File: src/rtl/bram_copy_engine_pkg.sv
// Shared types and default geometry for the BRAM copy engine.
// Optional fill feature is selected with BRAM_COPY_FILL_EN.
package bram_copy_engine_pkg;

    localparam int unsigned DefDataWidth = 16;
    localparam int unsigned DefAddrWidth = 10;
    localparam int unsigned DefRamDepth  = 1024;

    typedef enum logic [2:0] {
        StIdle,
        StCheck,
        StRun,
        StDrain,
        StFin
    } state_e;

endpackage

File: src/rtl/bram_copy_engine_if.sv
// Control handshake plus BRAM port A (read) / port B (write) signals of the copy engine.
// Fill-mode inputs exist only when BRAM_COPY_FILL_EN is defined.
interface bram_copy_engine_if #(
    parameter int unsigned DATA_WIDTH = 16,
    parameter int unsigned ADDR_WIDTH = 10
);
    logic                  start;
    logic [ADDR_WIDTH-1:0] src_addr;
    logic [ADDR_WIDTH-1:0] dst_addr;
    logic [ADDR_WIDTH:0]   len;
    logic                  busy;
    logic                  done;
    logic                  err;
    logic [ADDR_WIDTH:0]   words_done;
    logic                  rd_ena;
    logic [ADDR_WIDTH-1:0] addra;
    logic [DATA_WIDTH-1:0] douta;
    logic                  wr_enb;
    logic [ADDR_WIDTH-1:0] addrb;
    logic [DATA_WIDTH-1:0] dinb;
`ifdef BRAM_COPY_FILL_EN
    logic                  fill_mode;
    logic [DATA_WIDTH-1:0] fill_value;

    modport master (
        input  start, src_addr, dst_addr, len, douta, fill_mode, fill_value,
        output busy, done, err, words_done, rd_ena, addra, wr_enb, addrb, dinb
    );
    modport slave (
        output start, src_addr, dst_addr, len, douta, fill_mode, fill_value,
        input  busy, done, err, words_done, rd_ena, addra, wr_enb, addrb, dinb
    );
`else
    modport master (
        input  start, src_addr, dst_addr, len, douta,
        output busy, done, err, words_done, rd_ena, addra, wr_enb, addrb, dinb
    );
    modport slave (
        output start, src_addr, dst_addr, len, douta,
        input  busy, done, err, words_done, rd_ena, addra, wr_enb, addrb, dinb
    );
`endif
endinterface

File: src/rtl/bram_copy_engine_range_check.sv
// Registered job legality check: range bounds (no wrap) and forward-overlap rejection.
module bram_copy_range_check #(
    parameter int unsigned ADDR_WIDTH = 10,
    parameter int unsigned RAM_DEPTH  = 1024
) (
    input  logic                  clk_i,
    input  logic                  rst_i,
    input  logic                  sample_i,
    input  logic                  fill_i,
    input  logic [ADDR_WIDTH-1:0] src_i,
    input  logic [ADDR_WIDTH-1:0] dst_i,
    input  logic [ADDR_WIDTH:0]   len_i,
    output logic                  legal_o,
    output logic                  zero_len_o
);
    localparam int unsigned W = ADDR_WIDTH + 2;

    logic [W-1:0] src_w, dst_w, len_w, src_end, dst_end, depth_w;
    logic         legal_d, legal_q, zero_len_q;

    always_comb begin
        src_w   = {2'b00, src_i};
        dst_w   = {2'b00, dst_i};
        len_w   = {1'b0, len_i};
        depth_w = W'(RAM_DEPTH);
        src_end = src_w + len_w;
        dst_end = dst_w + len_w;
        // Fill jobs never read, so only the destination window matters.
        legal_d = (dst_end <= depth_w) &&
                  (fill_i || ((src_end <= depth_w) && !((dst_w > src_w) && (dst_w < src_end))));
    end

    always_ff @(posedge clk_i or posedge rst_i) begin
        if (rst_i) begin
            legal_q    <= 1'b0;
            zero_len_q <= 1'b0;
        end else if (sample_i) begin
            legal_q    <= legal_d;
            zero_len_q <= (len_i == '0);
        end
    end

    assign legal_o    = legal_q;
    assign zero_len_o = zero_len_q;
endmodule

File: src/rtl/bram_copy_engine.sv
// BRAM copy engine: reads on port A, writes on port B two beats later, 1 word/clk.
// Define BRAM_COPY_FILL_EN to add a fill mode that writes a constant without reading.
module bram_copy_engine
    import bram_copy_engine_pkg::*;
#(
    parameter int unsigned DATA_WIDTH = DefDataWidth,
    parameter int unsigned ADDR_WIDTH = DefAddrWidth,
    parameter int unsigned RAM_DEPTH  = DefRamDepth
) (
    input  logic               clk,
    input  logic               rst,
    bram_copy_engine_if.master bus
);
    state_e                state_q, state_d;
    logic [ADDR_WIDTH-1:0] src_q, src_d, dst_q, dst_d;
    logic [ADDR_WIDTH:0]   len_q, len_d, rd_cnt_q, rd_cnt_d, words_done_q, words_done_d;
    logic                  issue_q, issue_d, v1_q, v1_d;
    logic                  rd_ena_q, rd_ena_d, wr_enb_q, wr_enb_d;
    logic [ADDR_WIDTH-1:0] addra_q, addra_d, addrb_q, addrb_d, wr_ptr_q, wr_ptr_d;
    logic [DATA_WIDTH-1:0] dinb_q, dinb_d;
    logic                  busy_q, busy_d, done_q, done_d, err_q, err_d;
    logic                  sample, legal, zero_len, fill_in, fill_job;
    logic [DATA_WIDTH-1:0] fill_data;

`ifdef BRAM_COPY_FILL_EN
    logic                  fill_q, fill_d;
    logic [DATA_WIDTH-1:0] fill_val_q, fill_val_d;
    assign fill_in   = bus.fill_mode;
    assign fill_job  = fill_q;
    assign fill_data = fill_val_q;
`else
    assign fill_in   = 1'b0;
    assign fill_job  = 1'b0;
    assign fill_data = '0;
`endif

    assign sample = (state_q == StIdle) && bus.start;

    bram_copy_range_check #(
        .ADDR_WIDTH(ADDR_WIDTH),
        .RAM_DEPTH (RAM_DEPTH)
    ) u_range_check (
        .clk_i     (clk),
        .rst_i     (rst),
        .sample_i  (sample),
        .fill_i    (fill_in),
        .src_i     (bus.src_addr),
        .dst_i     (bus.dst_addr),
        .len_i     (bus.len),
        .legal_o   (legal),
        .zero_len_o(zero_len)
    );

    always_comb begin
        state_d      = state_q;
        src_d        = src_q;
        dst_d        = dst_q;
        len_d        = len_q;
        rd_cnt_d     = rd_cnt_q;
        words_done_d = words_done_q;
        addra_d      = addra_q;
        addrb_d      = addrb_q;
        wr_ptr_d     = wr_ptr_q;
        dinb_d       = dinb_q;
        issue_d      = 1'b0;
        done_d       = 1'b0;
        err_d        = 1'b0;
`ifdef BRAM_COPY_FILL_EN
        fill_d       = fill_q;
        fill_val_d   = fill_val_q;
`endif
        unique case (state_q)
            StIdle: begin
                if (bus.start) begin
                    state_d      = StCheck;
                    src_d        = bus.src_addr;
                    dst_d        = bus.dst_addr;
                    len_d        = bus.len;
                    words_done_d = '0;
`ifdef BRAM_COPY_FILL_EN
                    fill_d       = bus.fill_mode;
                    fill_val_d   = bus.fill_value;
`endif
                end
            end
            StCheck: begin
                if (!legal) begin
                    state_d = StFin;
                    done_d  = 1'b1;
                    err_d   = 1'b1;
                end else if (zero_len) begin
                    state_d = StFin;
                    done_d  = 1'b1;
                end else begin
                    state_d  = StRun;
                    issue_d  = 1'b1;
                    addra_d  = src_q;
                    rd_cnt_d = {{ADDR_WIDTH{1'b0}}, 1'b1};
                    wr_ptr_d = dst_q;
                end
            end
            StRun: begin
                if (rd_cnt_q == len_q) begin
                    state_d = StDrain;
                end else begin
                    issue_d  = 1'b1;
                    addra_d  = addra_q + 1'b1;
                    rd_cnt_d = rd_cnt_q + 1'b1;
                end
            end
            StDrain: begin
                // v1_q here marks the final beat, whose write is registered this edge.
                if (v1_q) begin
                    state_d = StFin;
                    done_d  = 1'b1;
                end
            end
            StFin:   state_d = StIdle;
            default: state_d = StIdle;
        endcase

        // Write pipeline trails the read slot by two beats regardless of FSM state.
        v1_d     = issue_q;
        wr_enb_d = v1_q;
        if (v1_q) begin
            addrb_d      = wr_ptr_q;
            wr_ptr_d     = wr_ptr_q + 1'b1;
            dinb_d       = fill_job ? fill_data : bus.douta;
            words_done_d = words_done_q + 1'b1;
        end
        rd_ena_d = issue_d && !fill_job;
        busy_d   = (state_d != StIdle);
    end

    always_ff @(posedge clk or posedge rst) begin
        if (rst) begin
            state_q      <= StIdle;
            src_q        <= '0;
            dst_q        <= '0;
            len_q        <= '0;
            rd_cnt_q     <= '0;
            words_done_q <= '0;
            issue_q      <= 1'b0;
            v1_q         <= 1'b0;
            rd_ena_q     <= 1'b0;
            wr_enb_q     <= 1'b0;
            addra_q      <= '0;
            addrb_q      <= '0;
            wr_ptr_q     <= '0;
            dinb_q       <= '0;
            busy_q       <= 1'b0;
            done_q       <= 1'b0;
            err_q        <= 1'b0;
`ifdef BRAM_COPY_FILL_EN
            fill_q       <= 1'b0;
            fill_val_q   <= '0;
`endif
        end else begin
            state_q      <= state_d;
            src_q        <= src_d;
            dst_q        <= dst_d;
            len_q        <= len_d;
            rd_cnt_q     <= rd_cnt_d;
            words_done_q <= words_done_d;
            issue_q      <= issue_d;
            v1_q         <= v1_d;
            rd_ena_q     <= rd_ena_d;
            wr_enb_q     <= wr_enb_d;
            addra_q      <= addra_d;
            addrb_q      <= addrb_d;
            wr_ptr_q     <= wr_ptr_d;
            dinb_q       <= dinb_d;
            busy_q       <= busy_d;
            done_q       <= done_d;
            err_q        <= err_d;
`ifdef BRAM_COPY_FILL_EN
            fill_q       <= fill_d;
            fill_val_q   <= fill_val_d;
`endif
        end
    end

    assign bus.busy       = busy_q;
    assign bus.done       = done_q;
    assign bus.err        = err_q;
    assign bus.words_done = words_done_q;
    assign bus.rd_ena     = rd_ena_q;
    assign bus.addra      = addra_q;
    assign bus.wr_enb     = wr_enb_q;
    assign bus.addrb      = addrb_q;
    assign bus.dinb       = dinb_q;
endmodule
File: src/flat_wrapper.sv
// flat-port wrapper written by rule: the top's interface ports become plain ports
module bram_copy_engine_flat import bram_copy_engine_pkg::*;
#(
    parameter int unsigned DATA_WIDTH = DefDataWidth,
    parameter int unsigned ADDR_WIDTH = DefAddrWidth,
    parameter int unsigned RAM_DEPTH  = DefRamDepth
)
  (clk, rst, bus_start, bus_src_addr, bus_dst_addr, bus_len, bus_douta, bus_busy, bus_done, bus_err, bus_words_done, bus_rd_ena, bus_addra, bus_wr_enb, bus_addrb, bus_dinb);
  bram_copy_engine_if #(.DATA_WIDTH(DATA_WIDTH), .ADDR_WIDTH(ADDR_WIDTH)) bus_i ();
  input  logic clk;
  input  logic rst;
  input wire logic [$bits(bus_i.start)-1:0] bus_start;
  input wire logic [$bits(bus_i.src_addr)-1:0] bus_src_addr;
  input wire logic [$bits(bus_i.dst_addr)-1:0] bus_dst_addr;
  input wire logic [$bits(bus_i.len)-1:0] bus_len;
  input wire logic [$bits(bus_i.douta)-1:0] bus_douta;
  output wire logic [$bits(bus_i.busy)-1:0] bus_busy;
  output wire logic [$bits(bus_i.done)-1:0] bus_done;
  output wire logic [$bits(bus_i.err)-1:0] bus_err;
  output wire logic [$bits(bus_i.words_done)-1:0] bus_words_done;
  output wire logic [$bits(bus_i.rd_ena)-1:0] bus_rd_ena;
  output wire logic [$bits(bus_i.addra)-1:0] bus_addra;
  output wire logic [$bits(bus_i.wr_enb)-1:0] bus_wr_enb;
  output wire logic [$bits(bus_i.addrb)-1:0] bus_addrb;
  output wire logic [$bits(bus_i.dinb)-1:0] bus_dinb;
  assign bus_i.start = bus_start;
  assign bus_i.src_addr = bus_src_addr;
  assign bus_i.dst_addr = bus_dst_addr;
  assign bus_i.len = bus_len;
  assign bus_i.douta = bus_douta;
  assign bus_busy = bus_i.busy;
  assign bus_done = bus_i.done;
  assign bus_err = bus_i.err;
  assign bus_words_done = bus_i.words_done;
  assign bus_rd_ena = bus_i.rd_ena;
  assign bus_addra = bus_i.addra;
  assign bus_wr_enb = bus_i.wr_enb;
  assign bus_addrb = bus_i.addrb;
  assign bus_dinb = bus_i.dinb;
  bram_copy_engine #(.DATA_WIDTH(DATA_WIDTH), .ADDR_WIDTH(ADDR_WIDTH), .RAM_DEPTH(RAM_DEPTH)) u_core (.clk(clk), .rst(rst), .bus(bus_i));
endmodule
File: config.mk
export PLATFORM = sky130hd
export DESIGN_NAME = bram_copy_engine_flat
export DESIGN_NICKNAME = d
export VERILOG_FILES = /design/src/rtl/bram_copy_engine_pkg.sv /design/src/rtl/bram_copy_engine_if.sv /design/src/rtl/bram_copy_engine_range_check.sv /design/src/rtl/bram_copy_engine.sv /design/src/flat_wrapper.sv
export SDC_FILE = /design/constraint.sdc
export NUM_CORES = 1
export LEC_CHECK = 0
export ABC_AREA = 1
export CORE_MARGIN = 10
export CORE_UTILIZATION = 57
export DETAILED_ROUTE_END_ITERATION = 8
export HOLD_SLACK_MARGIN = 0.06
export PLACE_DENSITY = 0.92
export SLEW_MARGIN = 25
export SYNTH_ARGS = -nofsm -noshare
export SYNTH_HDL_FRONTEND = slang
export SYNTH_SLANG_ARGS = --single-unit
File: constraint.sdc
create_clock -name clk -period 6.9 [get_ports clk]
set_input_delay 1.38 -clock clk [delete_from_list [all_inputs] [get_ports clk]]
set_output_delay 1.38 -clock clk [all_outputs]
set_load 0.005 [all_outputs]
* Yosys cells after proc, flatten, opt, wreduce, memory -nomap -nowiden
Index checks and enable logic that the tools add are counted.
Word-level totals: output and inout port bits 52, input port bits 50, register bits 110, logic and storage cells 84
Cells by class: eq/ne operators 8, mux-type cells 31, $add $sub $neg 6, reductions and logical operators 17, magnitude comparators 4
Operators with widths (number):
- 10-bit 2-to-1 mux | 7
- 11-bit 2-to-1 mux | 6
- 10-bit by 11-bit adder with 12-bit output | 2
- 12-bit by 11-bit <= comparator with 1-bit output (second input constant) | 2
- 11-bit by 1-bit adder with 11-bit output (second input constant) | 2
- 11-bit one-hot mux with 2 select lines | 1
- 10-bit by 1-bit adder with 10-bit output (second input constant) | 2
- 10-bit one-hot mux with 2 select lines | 1
- 3-bit 2-to-1 mux | 5
- 10-bit by 12-bit < comparator with 1-bit output | 1
- 3-bit one-hot mux with 4 select lines | 1
- 11-bit == test | 1
- 11-bit zero test | 1
- 10-bit > comparator | 1
- 2-bit nonzero test | 5
- 1-bit 2-to-1 mux | 8
- 3-bit by 2-bit == test with 1-bit output (second input constant) | 2
- 2-bit inequality test (second input constant) | 3
- 1-bit logical AND | 4
- 1-bit one-hot mux with 2 select lines | 2
- 2-bit AND reduction | 2
- 4-bit AND reduction | 1
- 3-bit by 1-bit == test with 1-bit output (second input constant) | 1
- 3-bit zero test | 1
- other kinds (4) | 4

* Longest topological paths before layout
depth after elaboration 6, depth in mapped cells 20, gate-level depth less buffers 20

* Hierarchy
From an unflattened synthesis, not the netlist that was laid out.
Unflattened totals: cell total of the unflattened synthesis 1026, area, all modules 7300.8 µm²
Modules (own cells, without submodules):
- bram_copy_engine | sequential area each 2702.6 µm², cells each 704, times used 1, area an instance 5450.2 µm²
- bram_copy_range_check | sequential area each 50.0 µm², cells each 322, times used 1, area an instance 1850.5 µm²

* Worst setup path after synthesis
No wires, ideal clock.
path kind in2reg, start point in bus_len[0], end point reg u_core.u_range_check.legal_q, in the netlist u_core.u_range_check.legal_o, library setup time 117 ps, cell stages on the path 19, arrival 3182 ps, required time 6783 ps, path buffers 0, path slack 3601 ps, cell sequence ha_1 > inv_1 > fa_1 > inv_1 > nand3_1 > nand2_1 > nand2_1 > and2_1 > ha_1 > a21oi_1 > nor2_1 > nor3_1 > nand2_1 > nand2_1 > nand2_1 > nand2_1 > a21oi_1 > nand3_1 > nand2_1
On the way: cells in the longest elaborated chain, start to end 6, elaborated cells between the ends (all ways) 9, those cells by class add/sub: 2; order compare: 3; reduce/logical: 4
Ends and longest elaborated chain:
- start, declared | line flat_wrapper.sv:15 | input wire logic [$bits(bus_i.len)-1:0] bus_len;
- 10-bit by 11-bit adder with 12-bit output | line bram_copy_engine_range_check.sv:26 | src_end = src_w + len_w;
- 10-bit by 12-bit < comparator with 1-bit output | line bram_copy_engine_range_check.sv:30 | (fill_i || ((src_end <= depth_w) && !((dst_w > src_w) && (dst_w < src_end))));
- 1-bit logical AND | line bram_copy_engine_range_check.sv:30
- 1-bit zero test | line bram_copy_engine_range_check.sv:30
- 1-bit logical AND | line bram_copy_engine_range_check.sv:30
- 1-bit logical AND * | line bram_copy_engine_range_check.sv:29 | legal_d = (dst_end <= depth_w) &&
- end signal, assigned | line bram_copy_engine_range_check.sv:38 | legal_q <= legal_d;
- end, declared | line bram_copy_engine_range_check.sv:19 | logic legal_d, legal_q, zero_len_q;
Every way passes the cells marked *; elsewhere a longest branch is shown, timed or not. A chain may end at the register's enable or synchronous reset.

* Worst setup path in the final report
start point in bus_len[4], end point reg u_core.u_range_check.legal_q, in the netlist u_core.u_range_check.legal_o
Same word-level chain as after synthesis.

==> impl_metrics.csv <==
group,metric,value,unit
cts,root_buffer,"clkbuf_16",
power_and_ir_drop,leakagePower,4.13,nW
detailed_routing,post_drt_wl_per_cell,15.6,um
setup_path,path_class,"in -> reg",
synth,synth_top_cell_by_area,"dfrtp_1",
global_route,grt_pass1_vias,6088,
synth,synthTopCellsByArea,"dfrtp_1, nand2_1, ha_1",
synth,synth_edf_count,0,
synth,syn_area_per_cell,7.49,um2
synth,yosysSeqAreaShare,0.407,
global_route,overflow,0,
floorplanning,io_pins,102,
floorplanning,die_h,129,um
cts,post-cts-setup-buffers,0,
final_layout,fin_area,8240,um2
detailed_routing,vias,6291,
detailed_routing,drt-initial-drc-count,567,
setup_path,ff2ff_path_depth,8,
detailed_routing,drc,0,
cts,h-tree-depth,3,
setup_path,cp_max_fo,5,
detailed_routing,ant_nets,0,
floorplanning,fp.coreArea,11500,um2
timing,finalMaxSlewViolations,0,
power_and_ir_drop,power,2.80,mW
floorplanning,die_w,129,um
final_layout,num_antenna_cells,0,
final_layout,post_route_cells_drive_above_1_share,0.0489,
timing,post-route-min-period,3810,ps
synth,synth_fp_nets,998,
cts,cts_hold_buf,0,
place,placed_cells,1129,
place,port_buffers,101,
timing,final-hold-violation-count,0,
floorplanning,rows,39,
cts,cts_sinks,110,
final_layout,fin_cells,1145,
cts,insertion_delay,350,ps
setup_path,start_kind,"input pin",
final_layout,n_fill_cell,888,
synth,synth_seq_cells,110,
synth,synth_ff_type,"dfrtp_1",
synth,synth.cell_area,6770,um2
timing,worst_clock_skew,10.9,ps
synth,syn_inst,903,
global_route,grt_pass1_wl,29.4,mm
synth,netlist.area_leader.share,0.407,
synth,yosys.cell_types.count,44,
floorplanning,die-area,16600,um2
cts,cts.path.max_buffers,2,
hold_path,hold_path_depth,0,
place,hpwl,13.4,mm
timing,rsz0062_at_grt,"false",
cts,path_clk_slew,70,ps
place,place_congestion,0.958,
final_layout,seq_area,2750,um2
status,status,"completed",
hold_path,hold_class,"reg -> reg",
place,placed_area,7890,um2
global_route,track_usage,0.215,
power_and_ir_drop,ir_drop,156,uV
detailed_routing,firstDrtPassIters,6,
final_layout,syn_to_final_growth,21.8,%
setup_path,endpoint_kind,"register",
cts,ctsResizeCount,0,
synth,synth_warnings,0,
floorplanning,initial_core_util,0.588,
timing,worst_slew_pin_slew,878,ps
timing,finalSetupViolCount,0,
global_route,grt_antenna_before_repair,0,
timing,fmax,0.262,GHz
detailed_routing,vias_per_cell,5.49,
cts,cts_tree,"done",
timing,tns,0,ps
final_layout,multiInputGateArea,3480,um2
run,maxCapViolCount,0,
cts,cts_buffers,9,
power_and_ir_drop,power_density,340,nW/um2
final_layout,nNetsFinal,1092,
timing,finalCritPeriodShare,0.552,
setup_path,crit_required,7140,ps
setup_path,crit_arrival,4050,ps
global_route,grt_max_degree,71,
detailed_routing,finalWirelength,17.8,mm
timing,slew_headroom,0.415,
synth,async_flop_share,1.00,
state kept, by name, indices dropped and copies added (netlist names):
name                             cells
u_core.bus.addra                    10
u_core.bus.err                       1
u_core.len_q                        11
u_core.wr_ptr_q                     10
u_core.u_range_check.zero_len_o      1
u_core.dst_q                        10
u_core.bus.busy                      1
u_core.bus.dinb                     16
u_core.src_q                        10
u_core.bus.wr_enb                    1
u_core.rd_cnt_q                     11
u_core.u_range_check.legal_o         1
u_core.v1_q                          1
u_core.issue_q                       1
u_core.bus.addrb                    10
u_core.bus.words_done               11
u_core.bus.done                      1
u_core.state_q                       3
per-stage QoR:
step | hold slack (ps) | worst slack (ps) | utilization
2_1_floorplan | 376 | 2620 | -
4_1_cts | 378 | 3160 | 0.716
5_1_grt | 405 | 2830 | 0.716
3_5_place_dp | 363 | 2800 | 0.685
3_3_place_gp | 357 | 2880 | 0.685
6_report | 375 | 3090 | 0.716
layout make-up:
cell class,count,area share
Clock buffer,10,0.0290
Clock inverter,6,0.0141
Inverter,114,0.0522
Multi-Input combinational cell,657,0.423
Sequential cell,110,0.334
Tap cell,143,0.0217
Timing Repair Buffer,105,0.126
worst max-delay path, cell delays in order:
cell             delay, ps
clkdlybuf4s50_1        510
ha_1                   400
a21oi_1                260
nor2_1                  70
nor2_1                  80
nand2_1                 80
xor2_1                 260
ha_1                   300
nand2_1                 90
nor2_1                  50
nor3_1                 130
nand2_1                 70
nand2_1                 60
nand2_1                 60
nand2_1                 60
a21oi_1                 60
nand3_1                 80
nand2_1                 50
cell families (layout without fill, tap and decap cells):
logic type	count (synthesis)	in the layout	share of synthesized area
simple gates	470	470	0.292
buf+inv	136	235	0.0793
compound gates	119	119	0.106
flops	110	110	0.407
fa+ha+maj	45	45	0.0854
xor+xnor	22	22	0.0285
mux	1	1	0.00148
report_power, final:
| group | total [mW] | internal, mW | switching, mW |
|---|---|---|---|
| Combinational | 1.12 | 0.498 | 0.626 |
| Clock | 0.610 | 0.368 | 0.242 |
| Sequential | 1.07 | 0.889 | 0.180 |
worst paths after layout:
path,slack (ps),endpoint,startpoint
hold / removal,380,u_core.v1_q,u_core.issue_q
max in group asynchronous,4210,u_core.bus.addra[6],rst
min in group asynchronous,1440,u_core.v1_q,rst
hold reg to reg,380,u_core.v1_q,u_core.issue_q
setup / recovery,3090,u_core.u_range_check.legal_o,bus_len[4]
setup reg to reg,4550,u_core.bus.addra[9],u_core.state_q[2]
cell usage in the layout (no fill, tap or decap), types with 3 or more instances in the layout:
cell,instances
a21oi_1,31
buf_4,4
bufinv_16,3
clkbuf_16,9
clkdlybuf4s50_1,101
dfrtp_1,110
ha_1,43
inv_1,112
nand2_1,301
nand3_1,65
nand3b_1,3
nand4_1,12
nor2_1,65
nor3_1,4
nor4_1,5
o211ai_1,7
o21a_1,3
o21ai_0,49
o21ai_2,11
o22ai_1,3
or2_2,5
xnor2_1,7
xor2_1,15
Yosys cell counts (all sizes together), types with 10 or more instances:
cell type  count
nand2        304
inv          114
dfrtp        110
nand3         66
nor2          65
o21ai         60
ha            43
a21oi         33
xor2          15
clkbuf        12
nand4         12
buf           10
routing by layer:
metal / share of wire / vias to the layer above / track usage
li1: - / 3097 / -
met1: 0.44 / 2951 / 0.270
met2: 0.47 / 214 / 0.366
met3: 0.069 / 29 / 0.0423
met4: 0.020 / 0 / 0.0702
met5: 0 / - / 0
Note: power is estimated with default switching activity, not from simulation.
==> patch 1, RTL diff (same flow settings) <==
`addra_q` no longer has a reset.
--- a/src/rtl/bram_copy_engine.sv
+++ b/src/rtl/bram_copy_engine.sv
@@ -145,5 +145,4 @@
             rd_ena_q     <= 1'b0;
             wr_enb_q     <= 1'b0;
-            addra_q      <= '0;
             addrb_q      <= '0;
             wr_ptr_q     <= '0;
@@ -167,5 +166,4 @@
             rd_ena_q     <= rd_ena_d;
             wr_enb_q     <= wr_enb_d;
-            addra_q      <= addra_d;
             addrb_q      <= addrb_d;
             wr_ptr_q     <= wr_ptr_d;
@@ -181,4 +179,8 @@
     end
 
+    always_ff @(posedge clk) begin
+        addra_q <= addra_d;
+    end
+
     assign bus.busy       = busy_q;
     assign bus.done       = done_q;
Formal check against the unedited RTL: differs if rst is asserted again (counterexample within 4 cycles, from zero or initial values and one cycle with rst high); with rst held inactive, the same outputs for 10 cycles.
==> patch 1 against the original RTL <==
  * Wire length fell by 5.1%
  * Power decreased by 5.5%
  * Area after synthesis about the same
  * Sequential cell count unchanged
  * Count of clock-buffer cells in the layout is the same
  * Design area fell by 0.79%
  * Clock power fell by 16%
  * Worst setup slack gained 0.062 ns
  * Hold slack gained 0.010 ns
==> patch 1: results (changes against the original RTL) <==
via count: 6,115 (was 6,291)
Worst Skew: 0.00579 ns (was 0.0109 ns)
share of cells above drive strength 1: 5.61% (was 4.89%)
Buffers, non-clock: 104 (was 105)
via count of the first global-routing pass: 5,814 (was 6,088)
share of final layout cell area taken by non-clock buffers: 12.6% (about the same)
share of cell area taken by flip-flops and latches: 34.3% (was 33.4%)
cell leakage power: 4.15 nW (was 4.13 nW)
run status: completed (unchanged)
leading cell types by count after synthesis: sky130_fd_sc_hd__nand2_1 (309), sky130_fd_sc_hd__inv_1 (105), sky130_fd_sc_hd__dfrtp_1 (100), sky130_fd_sc_hd__nor2_1 (60) (was sky130_fd_sc_hd__nand2_1 (301), sky130_fd_sc_hd__inv_1 (113), sky130_fd_sc_hd__dfrtp_1 (110), sky130_fd_sc_hd__nand3_1 (66), sky130_fd_sc_hd__nor2_1 (65))
reg-to-reg critical path startpoint: u_core.v1_q (was u_core.state_q[2])
area share of fa/ha/maj cells after synthesis: 8.55% (was 8.54%)
1st-iter DRT viols: 432 (was 567)
number of enable flip-flop cells after synthesis: 10 (was 0)
cell class contributing the biggest share of worst-path delay: simple AND/OR/NAND/NOR gates (unchanged)
switching portion of total power: 38.6% (was 37.4%)
parity-gate share of the synthesized area counting xor and xnor cells: 4.37% (was 2.85%)
post-synthesis net count: 975 (was 998)
Worst Reg-to-Reg Cells: 5 (was 8)
Main synth FF type: sky130_fd_sc_hd__dfrtp_1 (unchanged)
first-pass GRT wire length: 27,500 um (was 29,400 um)
detailed-routing iteration count for the pre-antenna-repair pass: 5 (was 6)
largest fanout on the critical path: 4 (was 5)
Non-clock inverters: 110 (was 114)
mean routed wirelength per cell: 15.1 um (was 15.6 um)
dominant cells by area after synthesis: sky130_fd_sc_hd__dfrtp_1 (37%), sky130_fd_sc_hd__nand2_1 (17%), sky130_fd_sc_hd__ha_1 (8.0%) (was sky130_fd_sc_hd__dfrtp_1 (41%), sky130_fd_sc_hd__nand2_1 (17%), sky130_fd_sc_hd__ha_1 (8.0%))
total half-perimeter wirelength after legalization and detailed placement: 13,000 um (was 13,400 um)
internal reg-to-reg setup slack: 4.38 ns (was 4.55 ns)
Slew @ Worst Pin: 0.930 ns (was 0.878 ns)
data arrival time at the worst-slack endpoint: 3.99 ns (was 4.05 ns)
share of the synthesized area in compound gates (AO/OA/AOI/OAI): 8.68% (was 10.6%)
maximum single-stage delay on the critical path: 0.53 ns (was 0.51 ns)
endpoint of the most critical register-to-register path: u_core.bus.words_done[9] (was u_core.bus.addra[9])
peak supply drop: 0.000147 V (was 0.000156 V)
part of the Yosys area used for sequential elements: 41.5% (was 40.7%)
share of async-settable or async-resettable flops after synthesis: 90.9% (was 100%)
final estimated routing congestion in global placement: 0.900 (was 0.958)
-- patch 1: cell count changes after synthesis, moves of 9 or more --
cell,unedited run,this run
sky130_fd_sc_hd__nand3_1,66,41
sky130_fd_sc_hd__dfrtp_1,110,100
sky130_fd_sc_hd__edfxtp_1,0,10
sky130_fd_sc_hd__nand2_2,1,10
-- patch 1: how the worst max path moves through the flow --
stage               start                      endpoint  slack (ns)
2_1_floorplan         rst           u_core.bus.addrb[0]        2.90
6_report       bus_len[0]  u_core.u_range_check.legal_o        3.15
4_1_cts        bus_len[0]  u_core.u_range_check.legal_o        3.17
3_3_place_gp   bus_len[0]  u_core.u_range_check.legal_o        2.89
5_1_grt        bus_len[0]  u_core.u_range_check.legal_o        2.96
3_5_place_dp   bus_len[0]  u_core.u_range_check.legal_o        2.81
-- patch 1: power by group through the flow --
stage	clock network, mW	registers (mW)	logic [mW]
4_1_cts	0.516	1.08	1.06
3_3_place_gp	0	1.08	1.00
6_report	0.511	1.09	1.05
5_1_grt	0.543	1.12	1.18
2_1_floorplan	0	1.05	0.667
3_5_place_dp	0	1.09	1.05
-- patch 1: through the flow --
step / hold WS (ns) / std cells / utilization (%) / setup WS, ns / total power, mW
finish: 0.386 / 1123 / 71.0 / 3.15 / 2.65
CTS: 0.397 / 1123 / 70.9 / 3.17 / 2.66
global route: 0.414 / 1123 / 71.0 / 2.96 / 2.84
detailed placement: 0.372 / 1107 / 68.4 / 2.81 / 2.14
global placement: 0.355 / 1107 / 68.4 / 2.89 / 2.08
floorplan: 0.353 / 880 / - / 2.90 / 1.72
-- patch 1: layer usage --
| layer | share of wire, % | global-route usage, % |
|---|---|---|
| met3 | 7.3 | 4.11 |
| met4 | 3.4 | 8.70 |
| met5 | 0 | 0 |
| met1 | 43 | 25.1 |
| met2 | 47 | 33.3 |
==> patch 2, RTL diff (same flow settings) <==
Without the edit above. Set the package constant `DefDataWidth` to 12 (it was 16).
--- a/src/rtl/bram_copy_engine_pkg.sv
+++ b/src/rtl/bram_copy_engine_pkg.sv
@@ -3,5 +3,5 @@
 package bram_copy_engine_pkg;
 
-    localparam int unsigned DefDataWidth = 16;
+    localparam int unsigned DefDataWidth = 12;
     localparam int unsigned DefAddrWidth = 10;
     localparam int unsigned DefRamDepth  = 1024;
Ports: changed (resized bus_dinb and bus_douta); port bits go from 102 to 94. The function was not compared with the original's and may differ.
==> patch 2 against the original RTL <==
  * Design area decreased by 4.1%
  * Via count decreased by 1.8%
  * Power decreased by 3.8%
  * Worst setup slack improved by 0.13 ns
  * Non-clock buffer count decreased by 8
  * Register-to-register slack got worse by 0.26 ns
  * Final cell count decreased by 3.6%
  * Sequential cell count decreased by 4
  * Area after synthesis decreased by 3.2%
  * Wire length decreased by 1.4%
  * Critical path type unchanged
  * Highest routed layer unchanged
==> patch 2: results (changes against the original RTL) <==
run status: completed (unchanged)
nets: 1,047 (was 1,092)
share of cells above drive strength 1: 3.85% (was 4.89%)
share of final layout cell area taken by non-clock buffers: 12.2% (was 12.6%)
mean instance size in the synthesized netlist: 7.51 sq um (was 7.49 sq um)
detailed-routing iteration count for the pre-antenna-repair pass: 5 (was 6)
cell leakage power: 3.95 nW (was 4.13 nW)
leading cell types by count after synthesis: sky130_fd_sc_hd__nand2_1 (280), sky130_fd_sc_hd__dfrtp_1 (106), sky130_fd_sc_hd__inv_1 (103), sky130_fd_sc_hd__nor2_1 (66), sky130_fd_sc_hd__nand3_1 (61) (was sky130_fd_sc_hd__nand2_1 (301), sky130_fd_sc_hd__inv_1 (113), sky130_fd_sc_hd__dfrtp_1 (110), sky130_fd_sc_hd__nand3_1 (66), sky130_fd_sc_hd__nor2_1 (65))
Worst Reg-to-Reg Cells: 7 (was 8)
GR Util met2: 37.3% (was 36.6%)
M1 WL: 7310 um (was 7820 um)
total half-perimeter wirelength after legalization and detailed placement: 12,900 um (was 13,400 um)
share of cell area taken by multi-input logic gates: 42.7% (was 42.3%)
dominant cells by area after synthesis: sky130_fd_sc_hd__dfrtp_1 (41%), sky130_fd_sc_hd__nand2_1 (16%), sky130_fd_sc_hd__ha_1 (8.2%) (was sky130_fd_sc_hd__dfrtp_1 (41%), sky130_fd_sc_hd__nand2_1 (17%), sky130_fd_sc_hd__ha_1 (8.0%))
final critical delay including setup and external delays: 3.68 ns (was 3.81 ns)
GR Util All Layers: 22.1% (was 21.5%)
DR WL met3: 1150 um (was 1230 um)
number of filler cells placed in the layout: 922 (was 888)
largest fanout on the critical path: 3 (was 5)
multi-input combinational cell count: 637 (was 657)
seq_cells: 106 (was 110)
IO Port Bufs: 93 (was 101)
power attributed to combinational cells: 1.08 mW (was 1.12 mW)
amount of wire on met2 after detailed routing: 8640 um (was 8420 um)
final estimated routing congestion in global placement: 0.898 (was 0.958)
distinct cell type count of the synthesized netlist: 45 (was 44)
met1 Use GR: 27.2% (was 27.0%)
Cells after DPL: 1,088 (was 1,129)
part of the Yosys area used for sequential elements: 40.5% (was 40.7%)
internal reg-to-reg setup slack: 4.29 ns (was 4.55 ns)
share of cell area taken by flip-flops and latches: 33.6% (was 33.4%)
mean routed wirelength per cell: 15.9 um (was 15.6 um)
standard cell area after detailed placement: 7570 sq um (was 7890 sq um)
overall power: 2.70 mW (was 2.80 mW)
post-synthesis net count: 963 (was 998)
switching portion of total power: 38.7% (was 37.4%)
Worst Skew: 0.0110 ns (was 0.0109 ns)
via density per instance: 5.59 (was 5.49)
1st-iter DRT viols: 486 (was 567)
via count: 6,175 (was 6,291)
## patch 2: cell types whose count changed after synthesis, sizes merged, moves of 4 or more
| cell | unedited run | this run |
|---|---|---|
| nor3 | 6 | 14 |
| or2 | 5 | 1 |
| o21ai | 60 | 51 |
| dfrtp | 110 | 106 |
| nand2 | 304 | 283 |
| nand4 | 12 | 16 |
| nand3 | 66 | 62 |
| inv | 114 | 105 |
## patch 2: worst min path at each step
stage	start	to	slack (ns)
2_1_floorplan	u_core.v1_q	u_core.bus.wr_enb	0.35
3_3_place_gp	u_core.issue_q	u_core.v1_q	0.38
3_5_place_dp	u_core.issue_q	u_core.v1_q	0.38
4_1_cts	u_core.issue_q	u_core.v1_q	0.39
5_1_grt	u_core.issue_q	u_core.v1_q	0.40
6_report	u_core.issue_q	u_core.v1_q	0.40
## patch 2: cell families after synthesis
kind of cell	synth area share, %
AOI/OAI and AO/OA	9.72
xor gates and xnor gates	3.59
adders and majority gates	8.83
buffers and inverters	7.91
DFF	40.5
muxes	0.325
and+or+nand+nor	29.1
